===== src/rtl/gcd_feeder.sv =====
// Operand FIFO and launch/capture sequencer in front of the subtractive GCD unit.
// Optional watchdog on the WAIT state is enabled by defining GCD_FEEDER_WDOG_EN.
module gcd_feeder #(
    parameter int W     = 8,
    parameter int DEPTH = 4
) (
    input  logic         clk_i,
    input  logic         rst_i,
    input  logic         in_valid_i,
    output logic         in_ready_o,
    input  logic [W-1:0] in_a_i,
    input  logic [W-1:0] in_b_i,
    output logic         gcd_start_o,
    input  logic         gcd_ready_i,
    output logic [W-1:0] gcd_ina_o,
    output logic [W-1:0] gcd_inb_o,
    input  logic [W-1:0] gcd_out_i,
    output logic         res_valid_o,
    input  logic         res_ready_i,
    output logic [W-1:0] res_data_o,
    output logic         res_err_o
);

    localparam int AW = $clog2(DEPTH);
    localparam int CW = AW + 1;
    localparam logic [CW-1:0] FULL = CW'(DEPTH);

    typedef enum logic [1:0] {
        IDLE = 2'd0,
        WAIT = 2'd1,
        HOLD = 2'd2
    } state_t;

    state_t         state_q, state_d;
    logic [W-1:0]   mem_a_q [DEPTH];
    logic [W-1:0]   mem_b_q [DEPTH];
    logic [AW-1:0]  wr_ptr_q, rd_ptr_q;
    logic [CW-1:0]  count_q, count_d;
    logic [W-1:0]   res_data_q, res_data_d;
    logic           push_s, pop_s, empty_s, head_zero_s;
    logic [W-1:0]   head_a_s, head_b_s;

`ifdef GCD_FEEDER_WDOG_EN
    localparam logic [W+2:0] WDOG_LIMIT = {3'b100, {W{1'b0}}};
    logic [W+2:0]   wdog_q, wdog_d;
    logic           res_err_q, res_err_d;
`endif

    assign in_ready_o  = (count_q != FULL);
    assign push_s      = in_valid_i && in_ready_o;
    assign empty_s     = (count_q == {CW{1'b0}});
    assign head_a_s    = mem_a_q[rd_ptr_q];
    assign head_b_s    = mem_b_q[rd_ptr_q];
    assign head_zero_s = (head_a_s == {W{1'b0}}) || (head_b_s == {W{1'b0}});
    assign count_d     = count_q + CW'(push_s) - CW'(pop_s);

    assign gcd_ina_o   = head_a_s;
    assign gcd_inb_o   = head_b_s;
    assign res_valid_o = (state_q == HOLD);
    assign res_data_o  = res_data_q;
`ifdef GCD_FEEDER_WDOG_EN
    assign res_err_o   = res_err_q;
`else
    assign res_err_o   = 1'b0;
`endif

    // FIFO storage; contents need no reset because occupancy is tracked separately
    always_ff @(posedge clk_i) begin
        if (push_s) begin
            mem_a_q[wr_ptr_q] <= in_a_i;
            mem_b_q[wr_ptr_q] <= in_b_i;
        end
    end

    // Pointer, occupancy, FSM and result registers
    always_ff @(posedge clk_i) begin
        if (rst_i) begin
            state_q    <= IDLE;
            wr_ptr_q   <= {AW{1'b0}};
            rd_ptr_q   <= {AW{1'b0}};
            count_q    <= {CW{1'b0}};
            res_data_q <= {W{1'b0}};
`ifdef GCD_FEEDER_WDOG_EN
            res_err_q  <= 1'b0;
            wdog_q     <= {(W+3){1'b0}};
`endif
        end else begin
            state_q    <= state_d;
            count_q    <= count_d;
            res_data_q <= res_data_d;
            if (push_s) begin
                wr_ptr_q <= wr_ptr_q + AW'(1'b1);
            end
            if (pop_s) begin
                rd_ptr_q <= rd_ptr_q + AW'(1'b1);
            end
`ifdef GCD_FEEDER_WDOG_EN
            res_err_q  <= res_err_d;
            wdog_q     <= wdog_d;
`endif
        end
    end

    // Launch / capture sequencing; the FIFO head is popped only when its result is captured
    always_comb begin
        state_d     = state_q;
        pop_s       = 1'b0;
        gcd_start_o = 1'b0;
        res_data_d  = res_data_q;
`ifdef GCD_FEEDER_WDOG_EN
        res_err_d   = res_err_q;
        wdog_d      = wdog_q;
`endif
        case (state_q)
            IDLE: begin
                if (empty_s) begin
                    state_d = IDLE;
                end else if (head_zero_s) begin
                    // The unit never terminates on a zero operand; gcd(0,x) = x
                    res_data_d = head_a_s | head_b_s;
`ifdef GCD_FEEDER_WDOG_EN
                    res_err_d  = 1'b0;
`endif
                    pop_s      = 1'b1;
                    state_d    = HOLD;
                end else if (gcd_ready_i) begin
                    gcd_start_o = 1'b1;
                    state_d     = WAIT;
`ifdef GCD_FEEDER_WDOG_EN
                    wdog_d      = {(W+3){1'b0}};
`endif
                end else begin
                    state_d = IDLE;
                end
            end
            WAIT: begin
                if (gcd_ready_i) begin
                    res_data_d = gcd_out_i;
`ifdef GCD_FEEDER_WDOG_EN
                    res_err_d  = 1'b0;
`endif
                    pop_s      = 1'b1;
                    state_d    = HOLD;
                end else begin
`ifdef GCD_FEEDER_WDOG_EN
                    if (wdog_q == WDOG_LIMIT) begin
                        res_data_d = {W{1'b0}};
                        res_err_d  = 1'b1;
                        pop_s      = 1'b1;
                        state_d    = HOLD;
                    end else begin
                        wdog_d  = wdog_q + (W+3)'(1'b1);
                        state_d = WAIT;
                    end
`else
                    state_d = WAIT;
`endif
                end
            end
            HOLD: begin
                if (res_ready_i) begin
                    state_d = IDLE;
                end else begin
                    state_d = HOLD;
                end
            end
            default: begin
                state_d = IDLE;
            end
        endcase
    end

endmodule


===== config.mk =====
export PLATFORM = sky130hd
export DESIGN_NAME = gcd_feeder
export DESIGN_NICKNAME = d
export VERILOG_FILES = /design/src/rtl/gcd_feeder.sv
export SDC_FILE = /design/constraint.sdc
export NUM_CORES = 1
export LEC_CHECK = 0
export BUFFER_PORTS_ARGS = -buffer_cell sky130_fd_sc_hd__buf_2
export CAP_MARGIN = 10
export CELL_PAD_IN_SITES_DETAIL_PLACEMENT = 1
export CELL_PAD_IN_SITES_GLOBAL_PLACEMENT = 1
export CORE_UTILIZATION = 42
export CTS_CLUSTER_DIAMETER = 100
export CTS_CLUSTER_SIZE = 30
export DETAILED_ROUTE_END_ITERATION = 12
export PLACE_DENSITY = 0.74
export SLEW_MARGIN = 5
export SYNTH_ARGS = -nofsm -noshare
export SYNTH_HDL_FRONTEND = slang
export SYNTH_SLANG_ARGS = --single-unit

===== constraint.sdc =====
create_clock -name clk_i -period 3.4 [get_ports clk_i]
set_clock_uncertainty 0.2 [all_clocks]
set_input_delay 0.17 -clock clk_i [delete_from_list [all_inputs] [get_ports clk_i]]
set_output_delay 0.17 -clock clk_i [all_outputs]
set_load 0.03 [all_outputs]

# Yosys cells after proc, flatten, opt, wreduce, memory -nomap -nowiden
# Memories as Yosys holds them, arrays and structs flattened. A register that Yosys moved wholly into a read port is not among the register bits.
# Index checks and enable logic that the tools add are counted.
# word_totals
register_bits	17
mem_bits_rw	64
out_inout_bits	28
word_cells	49
n_memories	2
# classes
n_addsub	4
n_eq_ne	6
muxes	23
bitwise_logic	1
reduce_logical	8
# memory_table
name	depth	word_bits	rd	rd_ports_with_merged_regs	wr	line	source
mem_a_q	4	8	1	1	1	35	logic [W-1:0] mem_a_q [DEPTH];
mem_b_q	4	8	1	1	1	36	logic [W-1:0] mem_b_q [DEPTH];
# ops
cell	count
$mux W8	3
$logic_not A8 Y1	2
$mux W2	8
$pmux W8 S2	1
$mux W1	9
$or A8 B8 Y8	1
$ne A2 B2 Y1 const B	3
$pmux W2 S3	1
$add A2 B1 Y2 const B	2
$reduce_and A4 Y1	1
$add A3 B1 Y3	1
$logic_not A3 Y1	1
$ne A3 B3 Y1 const B	1
$sub A3 B1 Y3	1
$eq A2 B1 Y1 const B	1
$eq A2 B2 Y1 const B	1
$logic_not A2 Y1	1
$pmux W1 S2	1
$reduce_bool A2 Y1	1
$logic_and A1 B1 Y1	1
$logic_or A1 B1 Y1	1

# Logic depth before layout (Yosys ltp)
# depth
word_depth	7
depth_mapped	16
ltp_nobuf	14

# Least setup slack after synthesis
# OpenSTA, ideal clock, no wires.
# synth_timing
kind	register to register
startpoint	register with a tool-made name
endpoint	register count_q[2]
setup_ns	0.131
arrival_ns	3.443
required_ns	3.069
setup_slack_ns	-0.374
path_stages_with_launch	17
path_buffers	2
synth_period_minus_slack_ns	3.774
cell_sequence	dfxtp_1 clkbuf_1 clkbuf_1 mux4_2 or4_1 nor2_4 o21a_4 nor2_4 inv_2 ha_1 inv_1 ha_1 inv_1 fa_1 xor2_1 xnor2_1 nor2_1
# synth_rtl
item	line	source
end signal, assigned	81	count_q <= {CW{1'b0}};
end signal, assigned	89	count_q <= count_d;
end, declared	38	logic [CW-1:0] count_q, count_d;

==> reports/qor.csv <==
metric,value,unit
"top cells by area, synth","edfxtp_1 57%, dfxtp_1 11%, mux4_2 11%, o41ai_2 3.8%, ha_1 2.2%",
Buffers on Ports,55,
VDD IR max,0.414,mV
Routed Antenna Nets,0,
initial antenna violation count,0,
final hold vios,0,
net count after synthesis,239,
Final Max Tran Viols,0,
Net Switching,888,uW
fin nets,348,
kind of critical path,flop to flop,
Final Non-Filler Cells,419,
CTS max path bufs,2,
DRC viols,0,
maximum fanout along the worst path,4,
share of layout cells above drive strength 1,42.6,%
final setup vio count,1,
via count,2190,
Hold Path Depth,3,
Worst setup SP type,flop,
leakage,0.00167,uW
"count leader, synth",edfxtp_1,
clk_lat worst skew,0.35,ns
Worst setup EP type,flop,
RSZ-0062 raised after global routing,true,
R2R setup slack,-0.03,ns
Core Region,7770,um2
post-DP HPWL,5.46,mm
Synth top area share,56.6,%
final wirelength,8.02,mm
GRT Total Usage,20.8,%
Synth Flop Type,edfxtp_1,
placed insts,373,
Placer Congestion,0.816,
Slew HR,38.7,%
WL per Instance,19.1,um
vias in the first global route,2345,
Post-Syn Instances,203,
Initial Utilization,43.7,%
min-delay src,gcd_out_i[6],
Worst Slack Setup Final,-0.0329,ns
fin crit share,101,%
failing checks,setup timing,
ys async rst share,0,%
Inserted Clock Buffers,9,
Reg power frac,47.3,%
Util after Layout,57.5,%
Clock Power Share,23.5,%
"top cells by count, synth","64 x edfxtp_1, 19 x dfxtp_1, 16 x mux4_2, 16 x nor2_1, 12 x nor3_1",
first-pass GRT wire length,12.9,mm
Worst Path Arrival,3.46,ns
die height,92.0,um
largest net degree at the start of global routing,17,
crit path time final,3.43,ns
Max-Cap Viols,0,
synth warn,0,
cell count of the worst reg-to-reg path,15,
clock root buffer,clkbuf_8,
mapped cell area,3400,um2
slew of the pin with the lowest slew margin,0.920,ns
PwrDens,604,nW/um2
cell taking the most area after synthesis,edfxtp_1,
Iter 0 DRT Violations,74,
"Seq/Total Area, Yosys",67.7,%
outcome,"finished, violations left",
CTS Sinks,83,
CTS tree,built,
# diodes,0,
H-tree lvl count,3,
area grow syn2layout,31.3,%
CP Data Required Time,3.43,ns
Syn Area/Cell,16.7,um2
Switching Share,33.0,%
clock transition at the registers of the reported paths,0.09,ns
Pint,1810,uW
fmax,291,MHz
Hold Path Class,input pin to flop,
combinational power share,29.2,%
Die ar.,8450,um2
GRT overflow,0,
Die W,92.0,um
Rows,32,
TritonRoute pass-1 iters,4,
Post-synth EDFFs,64,
Yosys reg bits,83,
via/cell ratio,5.23,
Ports,57,
"Distinct cells, synth",35,
[flip-flops by register name (all words and copies together) (netlist names), named ones only]
register / count
count_q: 3
wr_ptr_q: 2
state_q: 2
rd_ptr_q: 2
res_data_o: 8
mem_a_q: 32
mem_b_q: 32
[stage by stage]
| step | cell area, um2 | setup TNS [ns] | hold WS (ns) | total power (uW) | setup WS, ns |
|---|---|---|---|---|---|
| floorplan | 3440 | -0.291 | 0.0689 | 1760 | -0.213 |
| global placement | 3960 | 0 | 0.184 | 2010 | 0.0412 |
| detailed placement | 3960 | -0.0689 | 0.188 | 2040 | -0.0689 |
| CTS | 4450 | -0.0597 | 0.00112 | 2710 | -0.0597 |
| global route | 4460 | -0.148 | 0.0162 | 2820 | -0.148 |
| finish | 4460 | -0.0329 | 0.0188 | 2690 | -0.0329 |
[critical path: stages (launching register included)]
cell,delay [ns]
dfxtp_4,0.40
buf_6,0.14
mux4_2,0.51
or4_4,0.58
nor2_4,0.14
o21a_4,0.16
nor2_4,0.04
inv_2,0.06
ha_4,0.19
inv_2,0.06
ha_4,0.12
inv_2,0.03
fa_2,0.34
xor2_2,0.16
xnor2_1,0.16
nor2_1,0.05
[cell families after synthesis]
family	after synthesis	share of synthesized area [%]
xor+xnor	3	0.773
compound gates	16	5.67
mux	16	10.6
simple gates	61	9.87
fa+ha+maj	7	2.80
flops	83	67.7
other cells	1	0.110
buf+inv	16	2.43
[timing repair]
action	in CTS	in global routing
cloned	1	0
hold buffers	24	1
pin swaps	5	0
resized for setup	4	0
setup endpoints to repair	1	1
setup buffers	3	1
hold endpoints to repair	72	1
[layout make-up]
type,count,area (um2)
Multi-Input combinational cell,104,1050
Fill cell,774,3300
Sequential cell,83,2310
Tap cell,102,128
Clock inverter,6,50.0
Timing Repair Buffer,106,769
Inverter,8,30.0
Clock buffer,10,128
[per-layer routing]
layer  up-vias  GRT usage [%]  wire length [um]
met4         0           5.99               141
met2        51           35.8              4040
met5         -              0                 0
met1      1112           26.8              3590
met3        12           4.06               246
li1       1015              -                 -
[worst paths after layout]
kind	to
min reg2reg	res_data_o[7]$_SDFFE_PP0P_
min	res_data_o[6]$_SDFFE_PP0P_
max reg2reg	count_q[2]$_SDFF_PP0_
max	count_q[2]$_SDFF_PP0_
[power groups by stage]
stage | clock network [uW] | registers (uW) | logic [uW]
after CTS | 650 | 1280 | 788
final | 634 | 1270 | 787
after detailed placement | 0 | 1290 | 743
after global placement | 0 | 1290 | 726
after floorplan | 0 | 1300 | 457
after global routing | 687 | 1290 | 850
[placed cells by master (no fill, tap or decap), types with 2 or more instances in the layout]
master and count:
nor3_1 12, buf_12 2, and3_1 4, a21oi_1 2, xnor2_1 2, inv_1 4, ha_4 2, nand3_1 3
ha_1 4, clkbuf_8 9, nor2_1 16, or4_4 3, edfxtp_1 64, mux4_2 16, clkinv_4 3, buf_2 55
clkinvlp_4 2, dfxtp_1 18, buf_4 22, nor2_4 3, dlygate4sd3_1 25, inv_2 3, nor2b_1 2, nand4_1 8
and2_1 2, o41ai_2 8, nand2_1 6
(Power assumes the default switching activity.)
